### config.mk
export PLATFORM = sky130hd
export DESIGN_NAME = mac_acc_pipe
export DESIGN_NICKNAME = d
export VERILOG_FILES = /design/src/rtl/mac_acc_pipe_pkg.sv /design/src/rtl/mac_acc_pipe_sat_add.sv /design/src/rtl/mac_acc_pipe.sv
export SDC_FILE = /design/constraint.sdc
export NUM_CORES = 1
export LEC_CHECK = 0
export BUFFER_PORTS_ARGS = -buffer_cell sky130_fd_sc_hd__buf_2
export CAP_MARGIN = 10
export CORE_MARGIN = 5
export CORE_UTILIZATION = 63
export CTS_CLUSTER_SIZE = 25
export DETAILED_ROUTE_END_ITERATION = 7
export PLACE_DENSITY_LB_ADDON = 0.1
export SLEW_MARGIN = 20
export SYNTH_ARGS = -nofsm -noshare
export SYNTH_HDL_FRONTEND = slang
export SYNTH_SLANG_ARGS = --single-unit
### constraint.sdc
create_clock -name clk -period 6.2 [get_ports clk]
set_input_delay 0 -clock clk [delete_from_list [all_inputs] [get_ports clk]]
set_output_delay 0 -clock clk [all_outputs]
set_load 0.03 [all_outputs]
### src/rtl/mac_acc_pipe_pkg.sv
// Shared definitions for the pipelined multiply-accumulate engine:
// arithmetic mode constants, accumulator width check and saturation rails.
package mac_acc_pipe_pkg;

  localparam int MODE_UNSIGNED = 0;
  localparam int MODE_SIGNED   = 1;
  localparam int SAT_WRAP      = 0;
  localparam int SAT_CLAMP     = 1;

  // Widest accumulator the rail helpers can describe.
  localparam int MAX_ACC_W = 64;

  // The accumulator must hold a full product plus one guard bit.
  function automatic bit acc_w_ok(input int data_w, input int acc_w);
    return (acc_w >= 2 * data_w + 1) && (acc_w <= MAX_ACC_W);
  endfunction

  // Upper rail: 2^(w-1)-1 for signed, 2^w-1 for unsigned (low acc_w bits used).
  function automatic logic [MAX_ACC_W-1:0] sat_max(input int acc_w, input int signed_mode);
    logic [MAX_ACC_W-1:0] v;
    int                   top;
    v   = '0;
    top = (signed_mode != 0) ? acc_w - 1 : acc_w;
    for (int i = 0; i < MAX_ACC_W; i++) begin
      if (i < top) v[i] = 1'b1;
    end
    return v;
  endfunction

  // Lower rail: -2^(w-1) for signed, 0 for unsigned (low acc_w bits used).
  function automatic logic [MAX_ACC_W-1:0] sat_min(input int acc_w, input int signed_mode);
    logic [MAX_ACC_W-1:0] v;
    v = '0;
    for (int i = 0; i < MAX_ACC_W; i++) begin
      if ((signed_mode != 0) && (i == acc_w - 1)) v[i] = 1'b1;
    end
    return v;
  endfunction

endpackage

### src/rtl/mac_acc_pipe_sat_add.sv
// Combinational accumulator adder: one guard bit wider than the accumulator,
// flags results outside the accumulator range and optionally clamps to a rail.
module mac_sat_add
  import mac_acc_pipe_pkg::*;
#(
  parameter int ACC_W  = 32,
  parameter int SIGNED = MODE_UNSIGNED,
  parameter int SAT    = SAT_CLAMP
) (
  input  logic [ACC_W-1:0] a,
  input  logic [ACC_W-1:0] b,
  output logic [ACC_W-1:0] sum,
  output logic             ovf
);

  localparam logic [MAX_ACC_W-1:0] MAX_FULL = sat_max(ACC_W, SIGNED);
  localparam logic [MAX_ACC_W-1:0] MIN_FULL = sat_min(ACC_W, SIGNED);
  localparam logic [ACC_W-1:0]     MAX_V    = MAX_FULL[ACC_W-1:0];
  localparam logic [ACC_W-1:0]     MIN_V    = MIN_FULL[ACC_W-1:0];

  logic [ACC_W:0] s;

  // Extended add, range check, then clamp toward the side the true sum lies on.
  always_comb begin
    if (SIGNED != 0) begin
      s   = {a[ACC_W-1], a} + {b[ACC_W-1], b};
      ovf = s[ACC_W] ^ s[ACC_W-1];
    end else begin
      s   = {1'b0, a} + {1'b0, b};
      ovf = s[ACC_W];
    end
    sum = s[ACC_W-1:0];
    if ((SAT != 0) && ovf) begin
      // In signed mode the guard bit carries the true sign of the sum.
      sum = ((SIGNED != 0) && s[ACC_W]) ? MIN_V : MAX_V;
    end
  end

endmodule

### src/rtl/mac_acc_pipe.sv
// Two-stage multiply-accumulate engine with valid/ready on both sides.
// Stage 1 registers the product; stage 2 folds it into the running sum and,
// on the last term of a vector, publishes the result with overflow and count.
module mac_acc_pipe
  import mac_acc_pipe_pkg::*;
#(
  parameter int DATA_W = 12,
  parameter int ACC_W  = 32,
  parameter int SIGNED = MODE_UNSIGNED,
  parameter int SAT    = SAT_CLAMP,
  parameter int CNT_W  = 8
) (
  input  logic              clk,
  input  logic              rst,
  input  logic              in_valid,
  output logic              in_ready,
  input  logic [DATA_W-1:0] in_1,
  input  logic [DATA_W-1:0] in_2,
  input  logic              in_last,
  output logic              out_valid,
  input  logic              out_ready,
  output logic [ACC_W-1:0]  out,
  output logic              out_ovf,
  output logic [CNT_W-1:0]  out_cnt
);

  localparam int PROD_W = 2 * DATA_W;

  if (!acc_w_ok(DATA_W, ACC_W)) begin : g_bad_acc_w
    $error("mac_acc_pipe: ACC_W must be at least 2*DATA_W+1");
  end

  logic              adv;
  logic              accept;
  logic [PROD_W-1:0] a_ext;
  logic [PROD_W-1:0] b_ext;
  logic [PROD_W-1:0] prod;
  logic              v1;
  logic              last1;
  logic [PROD_W-1:0] p1;
  logic [ACC_W-1:0]  p1_ext;
  logic [ACC_W-1:0]  acc;
  logic [ACC_W-1:0]  sum;
  logic              sum_ovf;
  logic              ovf_acc;
  logic [CNT_W-1:0]  cnt;

  // The whole pipe freezes only while a finished result waits for downstream.
  assign adv      = !(out_valid && !out_ready);
  assign in_ready = adv;
  assign accept   = in_valid && adv;

  // Operand extension and product; the low PROD_W bits of a product of
  // extended operands are exact for both signed and unsigned inputs.
  always_comb begin
    if (SIGNED != 0) begin
      a_ext  = {{DATA_W{in_1[DATA_W-1]}}, in_1};
      b_ext  = {{DATA_W{in_2[DATA_W-1]}}, in_2};
      p1_ext = {{(ACC_W-PROD_W){p1[PROD_W-1]}}, p1};
    end else begin
      a_ext  = {{DATA_W{1'b0}}, in_1};
      b_ext  = {{DATA_W{1'b0}}, in_2};
      p1_ext = {{(ACC_W-PROD_W){1'b0}}, p1};
    end
    prod = a_ext * b_ext;
  end

  mac_sat_add #(
    .ACC_W  (ACC_W),
    .SIGNED (SIGNED),
    .SAT    (SAT)
  ) u_sat_add (
    .a   (acc),
    .b   (p1_ext),
    .sum (sum),
    .ovf (sum_ovf)
  );

  // Multiply stage, accumulate stage and output register, all held on stall.
  always_ff @(posedge clk) begin
    if (rst) begin
      v1        <= 1'b0;
      last1     <= 1'b0;
      p1        <= '0;
      acc       <= '0;
      ovf_acc   <= 1'b0;
      cnt       <= '0;
      out_valid <= 1'b0;
      out       <= '0;
      out_ovf   <= 1'b0;
      out_cnt   <= '0;
    end else if (adv) begin
      v1 <= accept;
      if (accept) begin
        p1    <= prod;
        last1 <= in_last;
      end
      // adv with out_valid set implies out_ready, so the held result leaves now.
      out_valid <= 1'b0;
      if (v1) begin
        if (last1) begin
          out       <= sum;
          out_ovf   <= ovf_acc | sum_ovf;
          out_cnt   <= cnt + CNT_W'(1);
          out_valid <= 1'b1;
          acc       <= '0;
          ovf_acc   <= 1'b0;
          cnt       <= '0;
        end else begin
          acc     <= sum;
          ovf_acc <= ovf_acc | sum_ovf;
          cnt     <= cnt + CNT_W'(1);
        end
      end
    end
  end

endmodule

Word-level counts from Yosys, hierarchy flattened
Cells that the tools add are included.

Bits in latches: 0. ROM bits: 0. Bits in writable memories: 0. Memories: 0. Input port bits: 29. Logic and storage cells: 28. Register bits after elaboration: 109. Output and inout bits: 43.

Divide/modulo/power cells: 0. Eq/ne operators: 0. Add/sub/neg operators: 2. Reductions and logical operators: 7. $mul: 1. Order comparisons: 0. Shifts and indexed selects: 0. Bitwise logic cells: 2. Multiplexer cells: 6.

Operators by type and width (number): $mux 32 (2); $add 32x24->33 (1); $mul 12x12->24 (1); $add 8x1->8 const B (1); $mux 8 (1); $reduce_and 2->1 (2); $mux 1 (3); $reduce_and 3->1 (1); $logic_and 1x1->1 (2); $logic_not 1->1 (2); $not 1->1 (1); $or 1x1->1 (1).

Depth between registers and ports, before layout
Depth in word-level cells: 5. Depth in mapped cells: 21. Gate-level depth less buffers: 19.

Hierarchy
From an unflattened synthesis, not the netlist that was laid out.

Cell total of the unflattened synthesis: 1276. Area total of the unflattened synthesis: 10637.7 µm².

By module, submodules not included: mac_acc_pipe (sequential area each 2182.1 µm², cells each 1011, instances 1, area an instance 8804.7 µm²); mac_sat_add (sequential area each 0.0 µm², cells each 265, instances 1, area an instance 1833.0 µm²).

Least setup slack after synthesis
OpenSTA, ideal clock, no wires.

Path type: in2reg. From: input port in_2[3]. To: register p1[22]. Arrival time: 4.758 ns. Setup time: 0.120 ns. Buffers on the path: 1. Path slack: 1.322 ns. Stages on the path: 20. Data required time: 6.080 ns. Cells stage by stage: clkbuf_1 nand2_1 fa_1 inv_1 fa_1 inv_1 fa_1 inv_1 fa_1 inv_1 fa_1 inv_1 ha_1 a21oi_1 o21ai_0 or2_2 a311o_1 a221oi_1 or4_1 nand3_1.

Word-level cells in the longest chain between the ends: 1.

Ends and longest elaborated chain: start: declaration (line mac_acc_pipe.sv:18) `input logic [DATA_W-1:0] in_2,`; $mul 12x12->24 (line mac_acc_pipe.sv:65) `prod = a_ext * b_ext;`; end signal: assignment (line mac_acc_pipe.sv:95) `p1 <= prod;`; end: declaration (line mac_acc_pipe.sv:40) `logic [PROD_W-1:0] p1;`.

No other way between the ends. A chain may end at the register's enable or synchronous reset.

Final worst setup path
Ends and elaborated chain as after synthesis.

==> impl_results.md <==
* Run status: completed
* Number of vias per cell after detailed routing at about 5.8
* Residual overflow from global routing at 0
* Cell area after placement at around 0.011 mm^2
* Share of synthesized cell area in full adder, half adder and majority cells at 0.304
* Setup repair after global routing missed its margin: no
* Total routing resource utilization after global routing at 0.260
* Final sum of negative setup slack at 0 ps
* Arr. time, crit path at 4950 ps
* Kind of critical path: input pin to flip-flop
* Synthesized instance count at ~1,300
* Leading area contributor after synthesis: sky130_fd_sc_hd__dfxtp_1
* Average wire length per cell after detail routing at around 16 um
* Clock power share at 0.155
* Worst VDD drop at approximately 0.00023 V
* Crit Path Max Fanout at 12
* Fmax at between 200 and 250 MHz
* Dominant register cell in the synthesized netlist: sky130_fd_sc_hd__dfxtp_1
* CTS tree: yes
* Worst Skew at a little over 9 ps
* Number of global-route vias before repair at ~8,400
* Fraction of synthesized area in multiplexers at 0.00587
* Clock latency reported for the late side of the worst-skew pair at 350 ps
* Number of flops mapped to enable cells by yosys at 0
* Remaining design rule violation count at 0
* Number of antenna-violating nets in the routed design at 0
* Area grow syn2layout at 7.28%
* Maximum number of buffers from clock root to sink at 2
* Count of endpoints failing setup in the final report at 0
* Reported max-cap violation count at 0
* Post-cts gate resize count at 0
* Input/output buffers at 71
* Count of state elements after synthesis at between 100 and 150
* Die Y at between 100 and 150 um
* Clock period minus worst slack at roughly 4700 ps
* Proportion of layout cells with a drive suffix above 1 at 0.0821
* Kind of end point of the critical path: flip-flop
* Power Total at between 3 and 4 mW
* Area of the die at 0.0189 mm^2
* Final design area excluding fillers at roughly 0.011 mm^2
* Number of buffers added to fix hold violations after cts at 2
* Detailed-route wire length at approximately 24,000 um
* Combinational family with the most area after synthesis: adder cells
* Comb pwr share at 0.638
* Synth Area in XOR/XNOR at 0.0291
* Final Hold Vio Count at 0
* Number of distinct library cell variants in the gate-level netlist after synthesis at 61
* Sequential-to-total area share from yosys stat at 0.213
* Share of async-settable or async-resettable flops after synthesis at 0
* Proportion of power drawn by flip-flops and latches at 0.207
* I/O pins at 72
* Num CTS Buffers at 9
* Synthesized netlist net count at roughly 1,500
* Final worst path period share at 0.760
* Largest net degree at the start of global routing at 44
* Slew at the pin with the worst max-slew slack at around 1100 ps
* Setup slack at placement at around 1100 ps
* N_diodes at 0
* Pwr/cell area at 357 mW/mm^2
* Global-route wire length before repair at ~40,000 um
* CP Launch Type: input pin
* Postcts setup bufs at 0
* H-Tree Level Count at 3
* Clock root cell: sky130_fd_sc_hd__clkbuf_16
* Hold crit path type: input pin to flip-flop
* Cell types with the largest area share after synthesis: sky130_fd_sc_hd__dfxtp_1, sky130_fd_sc_hd__fa_1, sky130_fd_sc_hd__ha_1, sky130_fd_sc_hd__nand2_1, sky130_fd_sc_hd__inv_1
* Via count at around 8,600
* Number of antenna violations at the first check in global routing at 1
* Internal power at 2.18 mW
* Relative slew slack at 0.298
* Die width at 137 um
* Post-synthesis compound-gate area fraction at 0.156
* Worst path required time at ~6400 ps
* Number of DRC markers in iteration 0 at 586
* Clock slew at reported path FFs at 70 ps
* Post-route setup slack at 1490 ps
* Yosys warnings at 0
* Core ar. at 0.0159 mm^2
* First drt pass iteration count at 4
* Hold WS at slightly above 60 ps
* Net switching power of the design at about 1.7 mW
* Net switching share of the total power at 0.445
* Area fraction of the dominant cell type after synthesis at 0.213
* Post-detail-place hpwl at between 15,000 and 20,000 um
* Routability cong. at 0.951
* Number of placement rows at 46
* Max Slew Vio Count at 0
* Number of nets in the layout at about 1,500
* Effective utilization at floorplan at 0.642
* Post-Synth Simple-Gate Area at 0.218
* Leading cell type by number of instances after synthesis: sky130_fd_sc_hd__nand2_1
* Static Leakage at 5.26 nW
* Mean Syn Cell Area at 8.16 um^2
* Clock Sink Count at 109
* Most common library cells after synthesis: sky130_fd_sc_hd__nand2_1, sky130_fd_sc_hd__inv_1, sky130_fd_sc_hd__dfxtp_1
* Post-synth design cell area at 0.0102 mm^2
-- layer usage --
metal  vias up  global-route usage  part of all wire
li1       4245                   -                 -
met1      4125               0.359              0.46
met2       229               0.433              0.48
met3        35              0.0245             0.046
met4         2              0.0782             0.018
met5         -                   0           0.00055
-- power groups by stage --
stage	clock (mW)	combinational, mW	sequential (mW)
after global routing	0.642	2.87	0.816
after CTS	0.615	2.51	0.809
after floorplan	0	1.99	0.809
final	0.609	2.50	0.810
after global placement	0	2.44	0.823
after detailed placement	0	2.48	0.823
-- logic make-up (layout without fill, tap and decap cells) --
group,Yosys count,after routing
simple gates,471,471
compound gates,247,247
buf+inv,200,224
fa+ha+maj,188,188
flops,109,109
xor+xnor,34,34
mux,6,6
-- path summary, 6_finish.rpt --
check             endpoint  slack, ps  cells past startpoint    start
setup reg to reg   acc[28]       2470                     10   acc[0]
hold reg to reg    out_ovf        440                      2  out_ovf
hold / removal       p1[0]         60                      3  in_1[0]
setup / recovery    p1[22]       1490                     20  in_2[3]
-- per-stage QoR --
stage	instances	util
3_3_place_gp	1477	0.668
3_5_place_dp	1477	0.668
5_1_grt	1495	0.689
4_1_cts	1495	0.689
2_1_floorplan	1255	-
6_report	1495	0.689
-- layout by cell type (no fill, tap or decap), drive strengths merged, types with 4 or more instances in the layout --
| master | instances |
|---|---|
| nand3b | 4 |
| xor2 | 7 |
| a22o | 7 |
| nand3 | 33 |
| a21oi | 56 |
| nand4 | 18 |
| o21a | 9 |
| ha | 87 |
| a21o | 18 |
| a31oi | 11 |
| buf | 75 |
| o211ai | 14 |
| nand2b | 9 |
| nor2 | 73 |
| mux2i | 6 |
| inv | 131 |
| o21ai | 74 |
| fa | 101 |
| a221o | 6 |
| o2111ai | 6 |
| or3 | 6 |
| or4 | 8 |
| dfxtp | 109 |
| nand2 | 205 |
| and2 | 70 |
| xnor2 | 27 |
| or2 | 5 |
| a41oi | 5 |
| a211oi | 12 |
| nor3 | 16 |
| and3 | 9 |
| clkbuf | 10 |
-- layout make-up --
cell class                      instances  area (um^2)
Tap cell                              216          270
Multi-Input combinational cell        946         7320
Sequential cell                       109         2180
Clock buffer                           10          229
Fill cell                            1394         4960
Clock inverter                          6         87.6
Inverter                              131          492
Timing Repair Buffer                   77          405
-- registers in the layout, summed over array words and instances (netlist names) --
name,flops
acc,32
out,32
p1,24
cnt,8
out_cnt,8
last1,1
out_ovf,1
out_valid,1
ovf_acc,1
v1,1
-- critical path: stages --
cell,delay (ps)
sky130_fd_sc_hd__buf_2,210
sky130_fd_sc_hd__nand2_1,110
sky130_fd_sc_hd__fa_1,540
sky130_fd_sc_hd__inv_1,50
sky130_fd_sc_hd__fa_1,490
sky130_fd_sc_hd__inv_1,50
sky130_fd_sc_hd__fa_1,530
sky130_fd_sc_hd__inv_1,50
sky130_fd_sc_hd__fa_1,470
sky130_fd_sc_hd__inv_1,50
sky130_fd_sc_hd__fa_1,470
sky130_fd_sc_hd__inv_1,40
sky130_fd_sc_hd__ha_1,360
sky130_fd_sc_hd__a21oi_1,160
sky130_fd_sc_hd__o21ai_0,100
sky130_fd_sc_hd__or2_2,300
sky130_fd_sc_hd__a311o_1,390
sky130_fd_sc_hd__a221oi_1,350
sky130_fd_sc_hd__or4_1,170
sky130_fd_sc_hd__nand3_1,60
Note: power is estimated with default switching activity, not from simulation.
